<file path="config.mk">
export PLATFORM = sky130hd
export DESIGN_NAME = uart_n_rx
export DESIGN_NICKNAME = d
export VERILOG_FILES = /design/src/rtl/uart_n_rx_pkg.sv /design/src/rtl/uart_read_d.sv /design/src/rtl/uart_n_rx.sv
export SDC_FILE = /design/constraint.sdc
export NUM_CORES = 1
export LEC_CHECK = 0
export ABC_AREA = 0
export CORE_MARGIN = 2
export CORE_UTILIZATION = 30
export CTS_BUF_LIST = sky130_fd_sc_hd__clkbuf_4
export CTS_CLUSTER_DIAMETER = 50
export DETAILED_ROUTE_END_ITERATION = 8
export DONT_BUFFER_PORTS = 1
export HOLD_SLACK_MARGIN = 0.12
export PLACE_DENSITY = 0.44
export SYNTH_ARGS = -nofsm -noshare
export SYNTH_HDL_FRONTEND = slang
export SYNTH_SLANG_ARGS = --single-unit
</file>
<file path="constraint.sdc">
create_clock -name Clock -period 2.7 [get_ports Clock]
set_clock_uncertainty 0.2 [all_clocks]
set_input_delay 0.54 -clock Clock [delete_from_list [all_inputs] [get_ports Clock]]
set_output_delay 0.54 -clock Clock [all_outputs]
set_load 0.05 [all_outputs]
</file>
<file path="src/rtl/uart_n_rx_pkg.sv">
// uart_n_rx_pkg
// Shared definitions for the multi-byte UART receive path: frame-level and
// byte-level state encodings, the byte limit and the default bit period
// shared with the transmit side.
package uart_n_rx_pkg;

  typedef enum logic [1:0] {
    S_IDLE = 2'b00,
    S_RECV = 2'b01,
    S_DONE = 2'b10
  } state_t;

  typedef enum logic [1:0] {
    R_HUNT  = 2'b00,
    R_START = 2'b01,
    R_DATA  = 2'b10,
    R_STOP  = 2'b11
  } rx_state_t;

  localparam int MAX_BYTES            = 8;
  localparam int DEFAULT_CLKS_PER_BIT = 434;

  // Requested byte count limited to what fits in the 64-bit buffer.
  function automatic logic [3:0] clamp_num(input logic [3:0] n);
    return (n > 4'(MAX_BYTES)) ? 4'(MAX_BYTES) : n;
  endfunction

endpackage

</file>
<file path="src/rtl/uart_read_d.sv">
// uart_read_d
// Two-flop RX synchroniser plus single-byte 8N1 receiver.
// Ports:
//   Clock  in   system clock, rising edge
//   Reset  in   asynchronous active-low reset
//   RX     in   serial line, idles high, asynchronous to Clock
//   valid  out  one-cycle pulse after the stop bit is sampled
//   data   out  received byte (LSB arrives first)
//   ferr   out  stop bit was 0; qualified by valid
//
// state   | meaning
// R_HUNT  | waiting for a falling edge on the synchronised line
// R_START | half a bit in; confirm start bit is still low
// R_DATA  | sampling 8 data bits at bit centres
// R_STOP  | sampling the stop bit, then report and re-hunt
module uart_read_d
  import uart_n_rx_pkg::*;
#(
  parameter int CLKS_PER_BIT = DEFAULT_CLKS_PER_BIT
) (
  input  logic       Clock,
  input  logic       Reset,
  input  logic       RX,
  output logic       valid,
  output logic [7:0] data,
  output logic       ferr
);

  localparam int            CW   = $clog2(CLKS_PER_BIT);
  localparam logic [CW-1:0] FULL = CW'(CLKS_PER_BIT - 1);
  localparam logic [CW-1:0] HALF = CW'(CLKS_PER_BIT / 2 - 1);

  logic          rx_meta;
  logic          rx_s;
  logic          rx_prev;
  rx_state_t     rstate;
  logic [CW-1:0] cnt;
  logic [2:0]    bit_idx;
  logic [7:0]    shreg;

  always_ff @(posedge Clock or negedge Reset) begin
    if (!Reset) begin
      rx_meta <= 1'b1;
      rx_s    <= 1'b1;
      rx_prev <= 1'b1;
      rstate  <= R_HUNT;
      cnt     <= '0;
      bit_idx <= '0;
      shreg   <= '0;
      valid   <= 1'b0;
      data    <= '0;
      ferr    <= 1'b0;
    end else begin
      rx_meta <= RX;
      rx_s    <= rx_meta;
      rx_prev <= rx_s;
      valid   <= 1'b0;
      case (rstate)
        R_HUNT: begin
          if (rx_prev && !rx_s) begin
            cnt    <= HALF;
            rstate <= R_START;
          end
        end
        R_START: begin
          if (cnt != '0) begin
            cnt <= cnt - 1'b1;
          end else if (rx_s) begin
            rstate <= R_HUNT;          // glitch, not a real start bit
          end else begin
            cnt     <= FULL;
            bit_idx <= '0;
            rstate  <= R_DATA;
          end
        end
        R_DATA: begin
          if (cnt != '0) begin
            cnt <= cnt - 1'b1;
          end else begin
            shreg <= {rx_s, shreg[7:1]};
            cnt   <= FULL;
            if (bit_idx == 3'd7) rstate <= R_STOP;
            else                 bit_idx <= bit_idx + 3'd1;
          end
        end
        R_STOP: begin
          if (cnt != '0) begin
            cnt <= cnt - 1'b1;
          end else begin
            valid  <= 1'b1;
            data   <= shreg;
            ferr   <= ~rx_s;
            rstate <= R_HUNT;
          end
        end
        default: rstate <= R_HUNT;
      endcase
    end
  end

endmodule

</file>
<file path="src/rtl/uart_n_rx.sv">
// uart_n_rx
// Multi-byte UART receiver. A rising edge on trig_in arms it to collect
// num (1..8, clamped) bytes; the first byte lands in the most significant
// populated byte of buffer, the last in buffer[7:0].
// Optional macro UART_N_RX_TIMEOUT_EN adds an inter-byte timeout and the
// timeout output.
// Ports:
//   Clock      in   system clock, rising edge
//   Reset      in   asynchronous active-low reset
//   RX         in   serial line
//   num[3:0]   in   byte count, sampled on arm
//   trig_in    in   arm request (rising edge)
//   buffer     out  received bytes, right-aligned
//   done       out  one-cycle frame-complete pulse
//   frame_err  out  sticky: a byte with a bad stop bit was seen this frame
//   idle       out  Reset & (state == S_IDLE)
//   timeout    out  (macro only) sticky until next arm: frame aborted
//
// state  | meaning
// S_IDLE | waiting for arm; incoming bytes discarded
// S_RECV | collecting bytes until tarn reaches 0
// S_DONE | pulse done, return to idle
module uart_n_rx
  import uart_n_rx_pkg::*;
#(
  parameter int CLKS_PER_BIT = DEFAULT_CLKS_PER_BIT
`ifdef UART_N_RX_TIMEOUT_EN
  , parameter int TIMEOUT_CYCLES = 65535
`endif
) (
  input  logic        Clock,
  input  logic        Reset,
  input  logic        RX,
  input  logic [3:0]  num,
  input  logic        trig_in,
  output logic [63:0] buffer,
  output logic        done,
  output logic        frame_err,
  output logic        idle
`ifdef UART_N_RX_TIMEOUT_EN
  , output logic      timeout
`endif
);

  state_t     state;
  logic       pre_trig;
  logic       trig;
  logic [3:0] tarn;
  logic       valid;
  logic [7:0] data;
  logic       ferr;

  assign trig = trig_in & ~pre_trig;
  assign idle = Reset & (state == S_IDLE);

  uart_read_d #(.CLKS_PER_BIT(CLKS_PER_BIT)) u_read (
    .Clock (Clock),
    .Reset (Reset),
    .RX    (RX),
    .valid (valid),
    .data  (data),
    .ferr  (ferr)
  );

`ifdef UART_N_RX_TIMEOUT_EN
  localparam logic [15:0] TMO_LAST = 16'(TIMEOUT_CYCLES - 1);
  logic [15:0] tmo_cnt;
  logic        tmo_run;
`endif

  always_ff @(posedge Clock or negedge Reset) begin
    if (!Reset) begin
      state     <= S_IDLE;
      pre_trig  <= 1'b0;
      tarn      <= '0;
      buffer    <= '0;
      done      <= 1'b0;
      frame_err <= 1'b0;
`ifdef UART_N_RX_TIMEOUT_EN
      tmo_cnt   <= '0;
      tmo_run   <= 1'b0;
      timeout   <= 1'b0;
`endif
    end else begin
      pre_trig <= trig_in;
      done     <= 1'b0;
      case (state)
        S_IDLE: begin
          if (trig) begin
            tarn      <= clamp_num(num);
            buffer    <= '0;
            frame_err <= 1'b0;
            state     <= S_RECV;
`ifdef UART_N_RX_TIMEOUT_EN
            tmo_cnt   <= '0;
            tmo_run   <= 1'b0;
            timeout   <= 1'b0;
`endif
          end
        end
        S_RECV: begin
          if (tarn == 4'd0) begin
            state <= S_DONE;
          end else if (valid) begin
            if (ferr) begin
              frame_err <= 1'b1;
            end else begin
              buffer <= {buffer[55:0], data};
              tarn   <= tarn - 4'd1;
              // Last byte goes straight to S_DONE so done trails valid by 2.
              if (tarn == 4'd1) state <= S_DONE;
            end
`ifdef UART_N_RX_TIMEOUT_EN
            tmo_cnt <= '0;
            if (!ferr) tmo_run <= 1'b1;
`endif
          end
`ifdef UART_N_RX_TIMEOUT_EN
          else if (tmo_run) begin
            if (tmo_cnt == TMO_LAST) begin
              timeout <= 1'b1;
              state   <= S_DONE;
            end else begin
              tmo_cnt <= tmo_cnt + 16'd1;
            end
          end
`endif
        end
        S_DONE: begin
          done  <= 1'b1;
          state <= S_IDLE;
        end
        default: state <= S_IDLE;
      endcase
    end
  end

endmodule

</file>
==> run summary <==
Fin Setup TNS = 0 ns
Initial core utilization = 30.9%
First-pass GRT wire length = 17200 microns
Post-synthesis register bit count = 108
CP startpoint kind = flip-flop
Hold WC Path Type = in -> async
Layout cell share with drive strength beyond 1 = 11.7%
Pre-CTS setup slack = 0.598 ns
H-tree depth = 3
CTS Buf Count = 9
Crit share post-route = 79.8%
Fmax = 464 MHz
Nets = 492
CP Capture Type = flip-flop
I/O pins = 75
Maxcap violations = 0
Vias in the first global route = 3186
Final Hold Fails = 108
Initial DRC Count = 222
Crit Path Class = reg -> reg
Die area = 16800 sq um
Clk slew on worst S/H paths = 0.19 ns
Core area = 15300 sq um
Vias after detailed routing = 3291
Setup bufs post-CTS = 0
Gr ovfl total = 0
Routed Antenna Nets = 0
Post-DP HPWL = 7160 microns
Detailed Route WL = 10700 microns
Synth unique cells = 48
Number of flops mapped to enable cells by yosys = 0
Violated checks = negative hold slack
Register area share after synthesis = 57.3%
Slew headroom = 62.1%
Via density = 4.77
Drt drc = 0
DRT Pass-1 Iters = 4
Final number of setup-violating endpoints = 0
Cells after DPL = 671
Crit path DAT = 2.33 ns
Leakage = 2.27 nW
P per Cell Area = 867 nW/um^2
Required time of the critical path = 2.88 ns
Non-filler cells, final = 690
Top_reg_cell synth = dfrtp_1
I/O Buffers = 0
Area Growth Syn to Fin = 8.60%
CTS tree = done
Post-synthesis instance area = 4730 sq um
CTS resizes = 0
Die width = 130 microns
Initial antenna violation count = 0
Clk root buf = clkbuf_4
CTS sink cnt = 108
Tightest Pin Transition = 0.568 ns
Worst skew pair latency = 0.50 ns
RSZ-0062 raised after global routing = false
Drt wl/cell = 15.5 microns
Row count = 45
Status = finished with violations
Max rail drop VDD = 0.234 mV
Synth Net Count = 497
Synth warn = 0
Chip height = 130 microns
Syn avg cell area = 9.87 sq um
Cell count after synthesis = 479
GP Congestion = 0.834
Hold-fix buffers, CTS = 3
Hold slack = -0.507 ns
Period minus WS final = 2.16 ns
Ys async rst share = 100%
Slew Limit Fails = 0
Antenna fix cells = 0
Max Fanout on Critical Path = 11
Pin count of the biggest net entering global routing = 110
Setup slack after layout = 0.544 ns
Longest Clk Path Bufs = 2
Total track usage = 13.1%
## sequential cells by signal (all words and copies together) (netlist names), 2 cells and up, named ones only
register and cells:
buffer 64, u_read.cnt 9, u_read.data 8, u_read.shreg 8, tarn 4, u_read.bit_idx 3, state 2
## synth_stat cells, types with 3 or more instances
library cell / n / area [sq um]
dfstp_2: 3 / 78.8
mux2_2: 9 / 101
nand2_1: 140 / 526
inv_1: 12 / 45.0
a21o_1: 3 / 22.5
nor3_1: 5 / 25.0
a21oi_1: 10 / 50.1
nor2b_1: 4 / 25.0
nor3b_1: 3 / 22.5
dfrtp_1: 105 / 2630
mux2_4: 7 / 105
o21ai_0: 76 / 380
nor2_1: 23 / 86.3
buf_2: 7 / 35.0
buf_6: 4 / 45.0
o31ai_1: 3 / 22.5
ha_1: 10 / 125
clkbuf_1: 14 / 52.6
## power by group
group	internal [W]	total (W)	leakage, nW	switching (W)
clock network	0.000403	0.000959	0.0881	0.000556
registers	0.00179	0.00216	1.47	0.000369
logic	0.000479	0.00133	0.715	0.000855
total	0.00267	0.00445	2.27	0.00178
## layer usage
metal / vias to the layer above / routed length [microns] / global-route usage [%] / share of wire, %
li1: 1599 / - / - / -
met1: 1586 / 4750 / 16.8 / 44
met2: 95 / 4940 / 21.0 / 46
met3: 11 / 868 / 4.50 / 8.1
met4: 0 / 144 / 4.17 / 1.3
met5: - / 0 / 0 / 0
## worst max-delay path, stage by stage, from the launching register on
cell     delay, ns
dfrtp_1       0.44
inv_1         0.09
ha_1          0.17
nor2b_1       0.23
and3_1        0.40
nand2_4       0.19
mux2_4        0.33
## final timing paths
check                                from              to  slack (ns)  cells past startpoint
max                         u_read.cnt[0]  u_read.data[5]        0.54                      6
min                                 Reset      buffer[61]       -0.51                      0
max reg2reg                 u_read.cnt[0]  u_read.data[5]        0.54                      6
min reg2reg                u_read.rx_meta     u_read.rx_s        0.18                      0
max in group asynchronous           Reset  u_read.rx_meta        2.55                      0
min in group Clock                 num[3]         tarn[3]        0.17                      3
## cells in the final DEF (no fill, tap or decap), types with 2 or more instances in the layout
cell type      count
dfrtp_1          105
a21o_1             3
o21ai_0           76
o31ai_1            3
mux2_4             7
nor2_1            23
nand2b_1           2
clkbuf_4          11
buf_4              6
nor3b_1            2
a22o_1             2
a21boi_0           2
nor2b_1            3
nand2_1          140
mux2_2             9
nor3_4             2
inv_1             12
a21oi_1           10
a41oi_1            2
bufinv_16          2
nand3_1            2
nor3_1             5
or2_2              2
dlygate4sd3_1      3
a31oi_1            2
dfstp_2            3
inv_6              2
ha_1              10
o22a_1             2
o32a_1             2
## per-stage QoR
stage	power, W	instance area, sq um	util, %
floorplan	0.00318	4730	-
global placement	0.00351	4940	32.2
detailed placement	0.00352	4940	32.2
CTS	0.00451	5130	33.5
global route	0.00477	5130	33.5
finish	0.00445	5130	33.5
## logic make-up (layout without fill, tap and decap cells)
family,count (synthesis),after routing,synth area share [%]
AO/OA/AOI/OAI,113,113,13.8
AND/OR/NAND/NOR,193,193,17.8
buffers and inverters,38,38,3.92
flip-flops,108,108,57.3
adder cells (fa/ha/maj),10,10,2.65
multiplexers,17,17,4.58
## cell type report
| class | instances | area, sq um |
|---|---|---|
| Fill cell | 1625 | 10200 |
| Timing Repair Buffer | 10 | 95.1 |
| Sequential cell | 108 | 2710 |
| Inverter | 12 | 45.0 |
| Clock buffer | 11 | 82.6 |
| Multi-Input combinational cell | 333 | 1860 |
| Tap cell | 211 | 264 |
| Clock inverter | 5 | 85.1 |
Power figures use the tool's default switching activity.
